File: src/rtl/audio_codec_config.sv
// Power-up sequencer that writes the WM8731 register table through an I2C req/done master.
// Define AUDIO_CFG_VOLUME_EN to build runtime headphone-volume writes after configuration.
module audio_codec_config #(
    parameter logic [6:0] DEVICE_ADDR   = 7'h1A,
    parameter int         POWERUP_DELAY = 50000,
    parameter int         BACKOFF       = 1000,
    parameter int         MAX_RETRY     = 3
) (
    input  logic        clk,
    input  logic        reset,
    input  logic        start,
    output logic        i2c_req,
    output logic [23:0] i2c_data,
    input  logic        i2c_done,
    input  logic        i2c_nack,
    output logic        busy,
    output logic        cfg_done,
    output logic        cfg_error,
    input  logic        vol_wr,
    input  logic [6:0]  vol_val
);
    localparam logic [31:0] PWR_LAST  = 32'(POWERUP_DELAY - 1);
    localparam logic [31:0] BO_LAST   = 32'(BACKOFF - 1);
    localparam logic [7:0]  RETRY_MAX = 8'(MAX_RETRY);
    localparam logic [3:0]  LAST_IDX  = 4'd10;

    typedef enum logic [3:0] {
        S_IDLE    = 4'd0,
        S_PWRUP   = 4'd1,
        S_ISSUE   = 4'd2,
        S_WAIT    = 4'd3,
        S_BACKOFF = 4'd4,
        S_DONE    = 4'd5,
        S_ERROR   = 4'd6
`ifdef AUDIO_CFG_VOLUME_EN
        ,
        S_VOL_ISSUE   = 4'd7,
        S_VOL_WAIT    = 4'd8,
        S_VOL_BACKOFF = 4'd9
`endif
    } state_t;

    function automatic logic [15:0] cfg_word(input logic [3:0] idx);
        case (idx)
            4'd0:    cfg_word = 16'h1E00;
            4'd1:    cfg_word = 16'h0017;
            4'd2:    cfg_word = 16'h0217;
            4'd3:    cfg_word = 16'h0479;
            4'd4:    cfg_word = 16'h0679;
            4'd5:    cfg_word = 16'h0812;
            4'd6:    cfg_word = 16'h0A00;
            4'd7:    cfg_word = 16'h0C00;
            4'd8:    cfg_word = 16'h0E01;
            4'd9:    cfg_word = 16'h1000;
            4'd10:   cfg_word = 16'h1201;
            default: cfg_word = 16'h0000;
        endcase
    endfunction

    state_t      r_state;
    state_t      w_state_nxt;
    logic [31:0] r_cnt;
    logic [3:0]  r_index;
    logic [7:0]  r_retry;
    logic        r_req;
    logic [23:0] r_data;
    logic        r_busy;
    logic        r_cfg_done;
    logic        r_cfg_error;
    logic        w_req_nxt;
    logic [23:0] w_data_nxt;
    logic        w_busy_nxt;
    logic        w_cfg_done_nxt;
    logic        w_cfg_error_nxt;
    logic        w_start_ok;
    logic        w_ack;
    logic        w_in_delay;
    logic        w_in_wait;
    logic        w_vol_pending;

    assign w_start_ok = start & ((r_state == S_IDLE) | (r_state == S_DONE) | (r_state == S_ERROR));
    assign w_ack      = i2c_done & ~i2c_nack;

`ifdef AUDIO_CFG_VOLUME_EN
    logic       r_vol_pending;
    logic       r_vol_again;
    logic [6:0] r_vol_val;
    logic       w_in_vol;

    assign w_in_vol      = (r_state == S_VOL_ISSUE) | (r_state == S_VOL_WAIT) | (r_state == S_VOL_BACKOFF);
    assign w_vol_pending = r_vol_pending;

    // Volume request latch; a request arriving mid-write is re-serviced after the ACK.
    always_ff @(posedge clk) begin
        if (reset) begin
            r_vol_pending <= 1'b0;
            r_vol_again   <= 1'b0;
            r_vol_val     <= 7'd0;
        end else begin
            if (vol_wr) begin
                r_vol_val <= vol_val;
            end else begin
                r_vol_val <= r_vol_val;
            end
            if (vol_wr) begin
                r_vol_pending <= 1'b1;
            end else if (w_start_ok) begin
                r_vol_pending <= 1'b0;
            end else if ((r_state == S_VOL_WAIT) && w_ack) begin
                r_vol_pending <= r_vol_again;
            end else begin
                r_vol_pending <= r_vol_pending;
            end
            if (w_in_vol) begin
                r_vol_again <= r_vol_again | vol_wr;
            end else begin
                r_vol_again <= 1'b0;
            end
        end
    end
`else
    logic w_unused_vol;
    assign w_unused_vol  = ^{vol_wr, vol_val};
    assign w_vol_pending = 1'b0;
`endif

    // Classify the current state for the shared counter and retry logic.
    always_comb begin
        w_in_delay = (r_state == S_PWRUP) || (r_state == S_BACKOFF);
        w_in_wait  = (r_state == S_WAIT);
`ifdef AUDIO_CFG_VOLUME_EN
        w_in_delay = w_in_delay || (r_state == S_VOL_BACKOFF);
        w_in_wait  = w_in_wait || (r_state == S_VOL_WAIT);
`endif
    end

    // State register.
    always_ff @(posedge clk) begin
        if (reset) begin
            r_state <= S_IDLE;
        end else begin
            r_state <= w_state_nxt;
        end
    end

    // Next-state logic.
    always_comb begin
        w_state_nxt = r_state;
        case (r_state)
            S_IDLE: begin
                if (start) w_state_nxt = S_PWRUP;
                else       w_state_nxt = S_IDLE;
            end
            S_PWRUP: begin
                if (r_cnt == PWR_LAST) w_state_nxt = S_ISSUE;
                else                   w_state_nxt = S_PWRUP;
            end
            S_ISSUE: w_state_nxt = S_WAIT;
            S_WAIT: begin
                if (!i2c_done)                 w_state_nxt = S_WAIT;
                else if (!i2c_nack)            w_state_nxt = (r_index == LAST_IDX) ? S_DONE : S_ISSUE;
                else if (r_retry >= RETRY_MAX) w_state_nxt = S_ERROR;
                else                           w_state_nxt = S_BACKOFF;
            end
            S_BACKOFF: begin
                if (r_cnt == BO_LAST) w_state_nxt = S_ISSUE;
                else                  w_state_nxt = S_BACKOFF;
            end
            S_DONE: begin
                if (start)              w_state_nxt = S_PWRUP;
`ifdef AUDIO_CFG_VOLUME_EN
                else if (w_vol_pending) w_state_nxt = S_VOL_ISSUE;
`endif
                else                    w_state_nxt = S_DONE;
            end
            S_ERROR: begin
                if (start) w_state_nxt = S_PWRUP;
                else       w_state_nxt = S_ERROR;
            end
`ifdef AUDIO_CFG_VOLUME_EN
            S_VOL_ISSUE: w_state_nxt = S_VOL_WAIT;
            S_VOL_WAIT: begin
                if (!i2c_done)                 w_state_nxt = S_VOL_WAIT;
                else if (!i2c_nack)            w_state_nxt = S_DONE;
                else if (r_retry >= RETRY_MAX) w_state_nxt = S_ERROR;
                else                           w_state_nxt = S_VOL_BACKOFF;
            end
            S_VOL_BACKOFF: begin
                if (r_cnt == BO_LAST) w_state_nxt = S_VOL_ISSUE;
                else                  w_state_nxt = S_VOL_BACKOFF;
            end
`endif
            default: w_state_nxt = S_IDLE;
        endcase
    end

    // Output decode from the next state so every output is registered and state-aligned.
    always_comb begin
        w_req_nxt       = 1'b0;
        w_busy_nxt      = 1'b1;
        w_cfg_done_nxt  = 1'b0;
        w_cfg_error_nxt = 1'b0;
        case (w_state_nxt)
            S_IDLE:  w_busy_nxt = 1'b0;
            S_WAIT:  w_req_nxt  = 1'b1;
            S_DONE: begin
                w_busy_nxt     = 1'b0;
                w_cfg_done_nxt = 1'b1;
            end
            S_ERROR: begin
                w_busy_nxt      = 1'b0;
                w_cfg_error_nxt = 1'b1;
            end
`ifdef AUDIO_CFG_VOLUME_EN
            S_VOL_ISSUE, S_VOL_BACKOFF: w_cfg_done_nxt = 1'b1;
            S_VOL_WAIT: begin
                w_req_nxt      = 1'b1;
                w_cfg_done_nxt = 1'b1;
            end
`endif
            default: w_busy_nxt = 1'b1;
        endcase
        if (r_state == S_ISSUE) begin
            w_data_nxt = {DEVICE_ADDR, 1'b0, cfg_word(r_index)};
        end
`ifdef AUDIO_CFG_VOLUME_EN
        else if (r_state == S_VOL_ISSUE) begin
            w_data_nxt = {DEVICE_ADDR, 1'b0, 16'h0500 | {9'd0, r_vol_val}};
        end
`endif
        else begin
            w_data_nxt = r_data;
        end
    end

    // Registered outputs.
    always_ff @(posedge clk) begin
        if (reset) begin
            r_req       <= 1'b0;
            r_data      <= 24'd0;
            r_busy      <= 1'b0;
            r_cfg_done  <= 1'b0;
            r_cfg_error <= 1'b0;
        end else begin
            r_req       <= w_req_nxt;
            r_data      <= w_data_nxt;
            r_busy      <= w_busy_nxt;
            r_cfg_done  <= w_cfg_done_nxt;
            r_cfg_error <= w_cfg_error_nxt;
        end
    end

    // Delay counter, table index and retry count.
    always_ff @(posedge clk) begin
        if (reset) begin
            r_cnt   <= 32'd0;
            r_index <= 4'd0;
            r_retry <= 8'd0;
        end else begin
            if (w_in_delay && (w_state_nxt == r_state)) r_cnt <= r_cnt + 32'd1;
            else                                       r_cnt <= 32'd0;
            if (w_start_ok)                                               r_index <= 4'd0;
            else if ((r_state == S_WAIT) && w_ack && (r_index != LAST_IDX)) r_index <= r_index + 4'd1;
            else                                                          r_index <= r_index;
            if (w_start_ok)                                 r_retry <= 8'd0;
            else if (w_in_wait && w_ack)                    r_retry <= 8'd0;
            else if (w_in_wait && i2c_done && (r_retry < RETRY_MAX)) r_retry <= r_retry + 8'd1;
            else                                            r_retry <= r_retry;
        end
    end

    assign i2c_req   = r_req;
    assign i2c_data  = r_data;
    assign busy      = r_busy;
    assign cfg_done  = r_cfg_done;
    assign cfg_error = r_cfg_error;
endmodule

File: config.mk
export PLATFORM = sky130hd
export DESIGN_NAME = audio_codec_config
export DESIGN_NICKNAME = d
export VERILOG_FILES = /design/src/rtl/audio_codec_config.sv
export SDC_FILE = /design/constraint.sdc
export NUM_CORES = 1
export LEC_CHECK = 0
export ABC_AREA = 1
export BUFFER_PORTS_ARGS = -buffer_cell sky130_fd_sc_hd__buf_2
export CAP_MARGIN = 5
export CORE_MARGIN = 5
export CORE_UTILIZATION = 45
export CTS_CLUSTER_SIZE = 20
export DETAILED_ROUTE_END_ITERATION = 8
export HOLD_SLACK_MARGIN = 0.03
export PLACE_DENSITY = 0.6
export SLEW_MARGIN = 20
export SYNTH_ARGS = -nofsm -noshare
export SYNTH_HDL_FRONTEND = slang
export SYNTH_SLANG_ARGS = --single-unit
export TNS_END_PERCENT = 20
File: constraint.sdc
create_clock -name clk -period 2.55 [get_ports clk]
set_clock_uncertainty 0.2 [all_clocks]
set_input_delay 0.255 -clock clk [delete_from_list [all_inputs] [get_ports clk]]
set_output_delay 0.255 -clock clk [all_outputs]
set_load 0.01 [all_outputs]
# Word-level counts from Yosys, hierarchy flattened

Memories as Yosys holds them, arrays and structs flattened. A register that Yosys moved wholly into a read port is not among the register bits.
Index checks and enable logic that the tools add are counted.

Memory bits (read-only): 176
Logic and storage cells: 61
Output and inout port bits: 28
Register bits after elaboration: 69
Memories: 1

Reductions and logical operators: 12
Order comparisons: 2
Muxes and demuxes: 14
Bitwise gates (word level): 6
Equal/unequal tests: 14
$add $sub $neg: 3

Memory list:

| name            | depth | width | rd ports | clocked after Yosys merged registers in | wr ports | RTL line | RTL |
|---|---|---|---|---|---|---|---|
| (no name shown) | 16    | 11    | 1        | 1                                       | 0        | 44       | `case (idx)` |

Operator list:

| kind                                                                    | number |
|---|---|
| 32-bit by 1-bit adder with 32-bit output, second input constant         | 1 |
| 32-bit by 10-bit equality test with 1-bit output, second input constant | 1 |
| 32-bit by 16-bit equality test with 1-bit output, second input constant | 1 |
| 4-bit case mux with 7 select lines                                      | 1 |
| 4-bit by 3-bit equality test with 1-bit output, second input constant   | 5 |
| 3-bit two-way mux                                                       | 6 |
| 4-bit by 2-bit equality test with 1-bit output, second input constant   | 3 |
| 8-bit by 1-bit adder with 8-bit output, second input constant           | 1 |
| 8-bit by 2-bit >= comparator with 1-bit output, second input constant   | 1 |
| 4-bit logical NOT                                                       | 2 |
| 8-bit by 2-bit < comparator with 1-bit output, second input constant    | 1 |
| 3-bit OR reduction                                                      | 2 |
| 1-bit logical AND                                                       | 5 |
| 1-bit two-way mux                                                       | 5 |
| 4-bit by 1-bit adder with 4-bit output, second input constant           | 1 |
| 4-bit by 1-bit equality test with 1-bit output, second input constant   | 1 |
| 4-bit equality test                                                     | 1 |
| 4-bit equality test, second input constant                              | 1 |
| 2-bit two-way mux                                                       | 2 |
| 4-bit != test, second input constant                                    | 1 |
| 2-bit OR reduction                                                      | 2 |
| 1-bit AND                                                               | 2 |
| 1-bit NOT                                                               | 2 |
| 1-bit OR                                                                | 2 |
| 1-bit logical OR                                                        | 1 |

# Depth between registers and ports, before layout

Depth in word-level cells: 9
Gate-level depth with buffers: 13
Mapped depth without buffers: 13

# Least setup slack after synthesis

No wires, ideal clock.

Path kind: flip-flop to flip-flop
Start: register r_cnt[0]
End: register r_cnt[28]
Cell stages (with the launch flop): 14
Slack: 0.713 ns
Arrival: 1.526 ns
Setup time: 0.112 ns
Cell sequence: dfxtp_1 > ha_1 > nand2_2 > nor2_8 > nand3_1 > nor2_1 > nand2_1 > nand2_2 > nand2_2 > nand2_1 > nand2_2 > nand2_4 > buf_6 > nor2_1

Word-level cells in the longest chain between the ends: 7

Ends and longest elaborated chain:

| element                                                                                                              | RTL line | RTL |
|---|---|---|
| from (decl)                                                                                                          | 62       | `logic [31:0] r_cnt;` |
| from (signal assigned)                                                                                               | 260      | `if (w_in_delay && (w_state_nxt == r_state)) r_cnt <= r_cnt + 32'd1;` |
| 32-bit by 16-bit equality test with 1-bit output or 32-bit by 10-bit equality test with 1-bit output (tied branches) | 155, 166 |  |
| 2-bit two-way mux or 3-bit two-way mux (tied branches)                                                               | 155, 166 |  |
| 4-bit case mux with 7 select lines                                                                                   | 149      | `case (r_state)` |
| 4-bit equality test                                                                                                  | 260      |  |
| 1-bit logical AND                                                                                                    | 260      |  |
| 1-bit NOT (no source line)                                                                                           | n/a      |  |
| 2-bit OR reduction (no source line)                                                                                  | n/a      |  |

Several ways; a longest one is shown, not always the timed one.
A chain may end at the register's enable or synchronous reset.

# Final worst setup path

Start: register r_cnt[0]
End: register r_cnt[31]

Same word-level chain as after synthesis.

==> metrics.md <==
| Metric | Value |
|---|---|
| Mapped cell area | 3332 um2 |
| Worst-path maximum fanout | 32 |
| Die H | around 96 um |
| Fillers | 761 |
| Setup WS post-layout | 0.3648 ns |
| Multi-input logic area | 1704 um2 |
| DP Wirelength | ~5200 um |
| Synth cell types | 36 |
| I/O Pins | 41 |
| Starting Density | 0.4618 |
| Place WS | 0.3245 ns |
| Grt ovf | 0 |
| Status | finished clean |
| Post-route antenna net violation count | 0 |
| Crit path launch type | flop |
| Syn_area_per_cell | 6.870 um2 |
| DRC | 0 |
| Crit. End Element | flop |
| Seq. cell area | 1221 um2 |
| Drt pass-1 iters | 4 |
| Drt via density | 4.672 |
| Pwr per Cell Area | 514.0 nW/um2 |
| Pins Over Slew Limit | 0 |
| CTS max path bufs | 2 |
| Final setup vio count | 0 |
| Critical Path RT | around 2.6 ns |
| Total track usage | 0.1663 |
| Die W | 96.05 um |
| Fin Setup TNS | 0 ns |
| # clock sinks | slightly above 60 |
| Worst skew pair latency | 0.34 ns |
| Post-CTS resize count | 0 |
| Warnings, synthesis | 0 |
| RSZ-0062 raised after global routing | no |
| DRT iter0 DRCs | 105 |
| Via count | between 2000 and 3000 |
| Final min period | 2.185 ns |
| GPL Wtd Cong | ~0.86 |
| Crit path kind | reg2reg |
| Global-route wire length before repair | 11910 um |
| Layout cells sized above 1 | 0.1115 |
| Slew at the pin closest to its max-slew limit | roughly 0.52 ns |
| Clock-pin slew on the worst setup and hold paths | 0.07 ns |
| Wire length per cell | between 10 and 15 um |
| CTS tree | built |
| Routed WL | 6851 um |
| Gate Count Post-Synth | roughly 490 |
| WHS | ~0.067 ns |
| Area grow syn2layout | 9.163% |
| Synth Area in Compound Gates | 0.05520 |
| Static Leak | between 0.0015 and 0.002 uW |
| Antenna cells | 0 |
| Post-Synth Adder-Cell Area | 0.02253 |
| Synth Register Bits | approximately 60 |
| Rows | 31 |
| Setup Fix Bufs, Post-CTS | 0 |
| WP data arrival | around 2.2 ns |
| Synth Area in XOR/XNOR | 0.07886 |
| CTS root buf | clkbuf_8 |
| Worst VDD drop | about 0.32 mV |
| Largest net degree at the start of global routing | 33 |
| Largest family of logic cells by synthesized area | simple AND/OR/NAND/NOR gates |
| Seq/Total Area, Yosys | 0.3665 |
| Antenna violations before repair | 0 |
| Post-CTS Hold Buffers | 0 |
| Nets@finish | 525 |
| CTS H-tree lvls | 3 |
| Max-cap violations | 0 |
| Mux contribution to synthesized area | 0 |
| Core region area | 7214 um2 |
| Die ar. | 9226 um2 |
| Fin. Hold Viols | 0 |
| Fmax | 457.6 MHz |
| Fin crit share | 0.8569 |
| Slew margin rel. | 0.6486 |
| Vias in the first global route | 2698 |
| Worst hold path type | in2reg |
| # port buffers | 22 |
| Post-Synth Simple-Gate Area | 0.3436 |
| Total CTS buffers | 9 |
[final timing paths]
path	start	endpoint	slack (ns)	cells past startpoint
max	r_cnt[0]$_SDFF_PP0_	r_cnt[31]$_SDFF_PP0_	0.36	12
min	reset	r_state[1]$_SDFF_PP0_	0.07	2
max reg2reg	r_cnt[0]$_SDFF_PP0_	r_cnt[31]$_SDFF_PP0_	0.36	12
min reg2reg	r_retry[2]$_SDFFE_PP0P_	r_retry[2]$_SDFFE_PP0P_	0.23	2
[cell usage in the layout, fill, tap and decap left out, drive strengths merged]
cell type  synthesis  routed
a21boi             1       1
o221ai             1       1
inv               74      74
clkinv             0       2
clkbuf             3      12
bufinv             0       1
clkinvlp           0       1
and3               1       1
xor2              22      22
o21a               2       2
a21oi             12      12
nand3b             2       2
ha                 6       6
a31oi              3       3
nor4               1       1
nand2             88      88
o21ai             11      11
nand4             11      11
conb               1      10
xnor2              8       8
nor3              17      17
nor2             110     110
buf               19      23
a211oi             1       1
nand3             29      29
a22oi              1       1
dfxtp             61      61
[kinds of logic after synthesis]
kind of cell / count (synthesis)
DFF: 61
adders and majority gates: 6
AOI/OAI and AO/OA: 32
other: 1
buffers and inverters: 96
and+or+nand+nor: 259
xor gates and xnor gates: 30
[critical path, cell delays in order, from the launching register on]
cell and delay, ns:
dfxtp_1 0.35, ha_1 0.21, nand2_2 0.12, nor2_8 0.16, nand3_1 0.09, nor2_1 0.18, nand2_1 0.09, nand2_2 0.08
nand2_2 0.07, nand2_1 0.08, nand2_2 0.06, nand2_4 0.27, nor2_1 0.09
[cell type report]
cell class                      count  share of cell area
Timing Repair Buffer               23             0.03234
Tap cell                           99             0.03406
Sequential cell                    61              0.3357
Clock buffer                       12             0.03990
Multi-Input combinational cell    337              0.4685
Clock inverter                      4             0.01307
Inverter                           74             0.07637
[layer usage]
metal / global-route usage / wire, um
met1: 0.2013 / 3158
met2: 0.2823 / 3350
met3: 0.03753 / 220
met4: 0.06872 / 122
met5: 0 / 0
[stage by stage]
stage	power (uW)	std cells	util	instance area (um2)
floorplan	1045	494	-	3366
global placement	1043	594	0.4775	3445
detailed placement	1044	594	0.4775	3445
CTS	1887	610	0.5042	3637
global route	1948	610	0.5042	3637
finish	1870	610	0.5042	3637
[cell usage after synthesis]
library cell,instances,area share
a21boi_0,1,0.0023
a211oi_1,1,0.0023
o21ai_1,1,0.0015
nand3_1,27,0.041
xnor2_1,8,0.021
o21ai_0,10,0.015
inv_1,71,0.080
buf_2,1,0.0015
clkbuf_1,3,0.0034
a31oi_1,3,0.0056
nor2_8,1,0.0060
nand2_4,1,0.0034
nand3_2,2,0.0060
nor3_1,17,0.026
a21oi_2,1,0.0026
buf_6,3,0.010
and3_1,1,0.0019
a22oi_1,1,0.0023
conb_1,1,0.0011
nand4_1,11,0.021
dfxtp_1,61,0.37
nor4_1,1,0.0019
nand3b_1,1,0.0023
o221ai_1,1,0.0026
nand2_1,80,0.090
nor2_4,2,0.0068
o21a_1,2,0.0045
a21oi_1,11,0.017
xor2_1,22,0.058
nor2_2,2,0.0038
nand2_2,7,0.013
ha_1,6,0.023
inv_2,3,0.0034
buf_4,15,0.034
nor2_1,105,0.12
nand3b_2,1,0.0034
[flip-flops by register name, indices dropped and copies added (netlist names)]
signal     count
r_cnt         32
i2c_data      10
r_retry        8
r_index        4
r_state        3
busy           1
cfg_done       1
cfg_error      1
i2c_req        1
[power breakdown]
part | leakage, uW | internal (uW) | switching [uW] | total (uW)
sequential | 0.000492 | 956 | 2.29 | 958
combinational | 0.000966 | 16.0 | 47.5 | 63.5
clock | 0.0000964 | 475 | 372 | 848
Power figures use the tool's default switching activity.
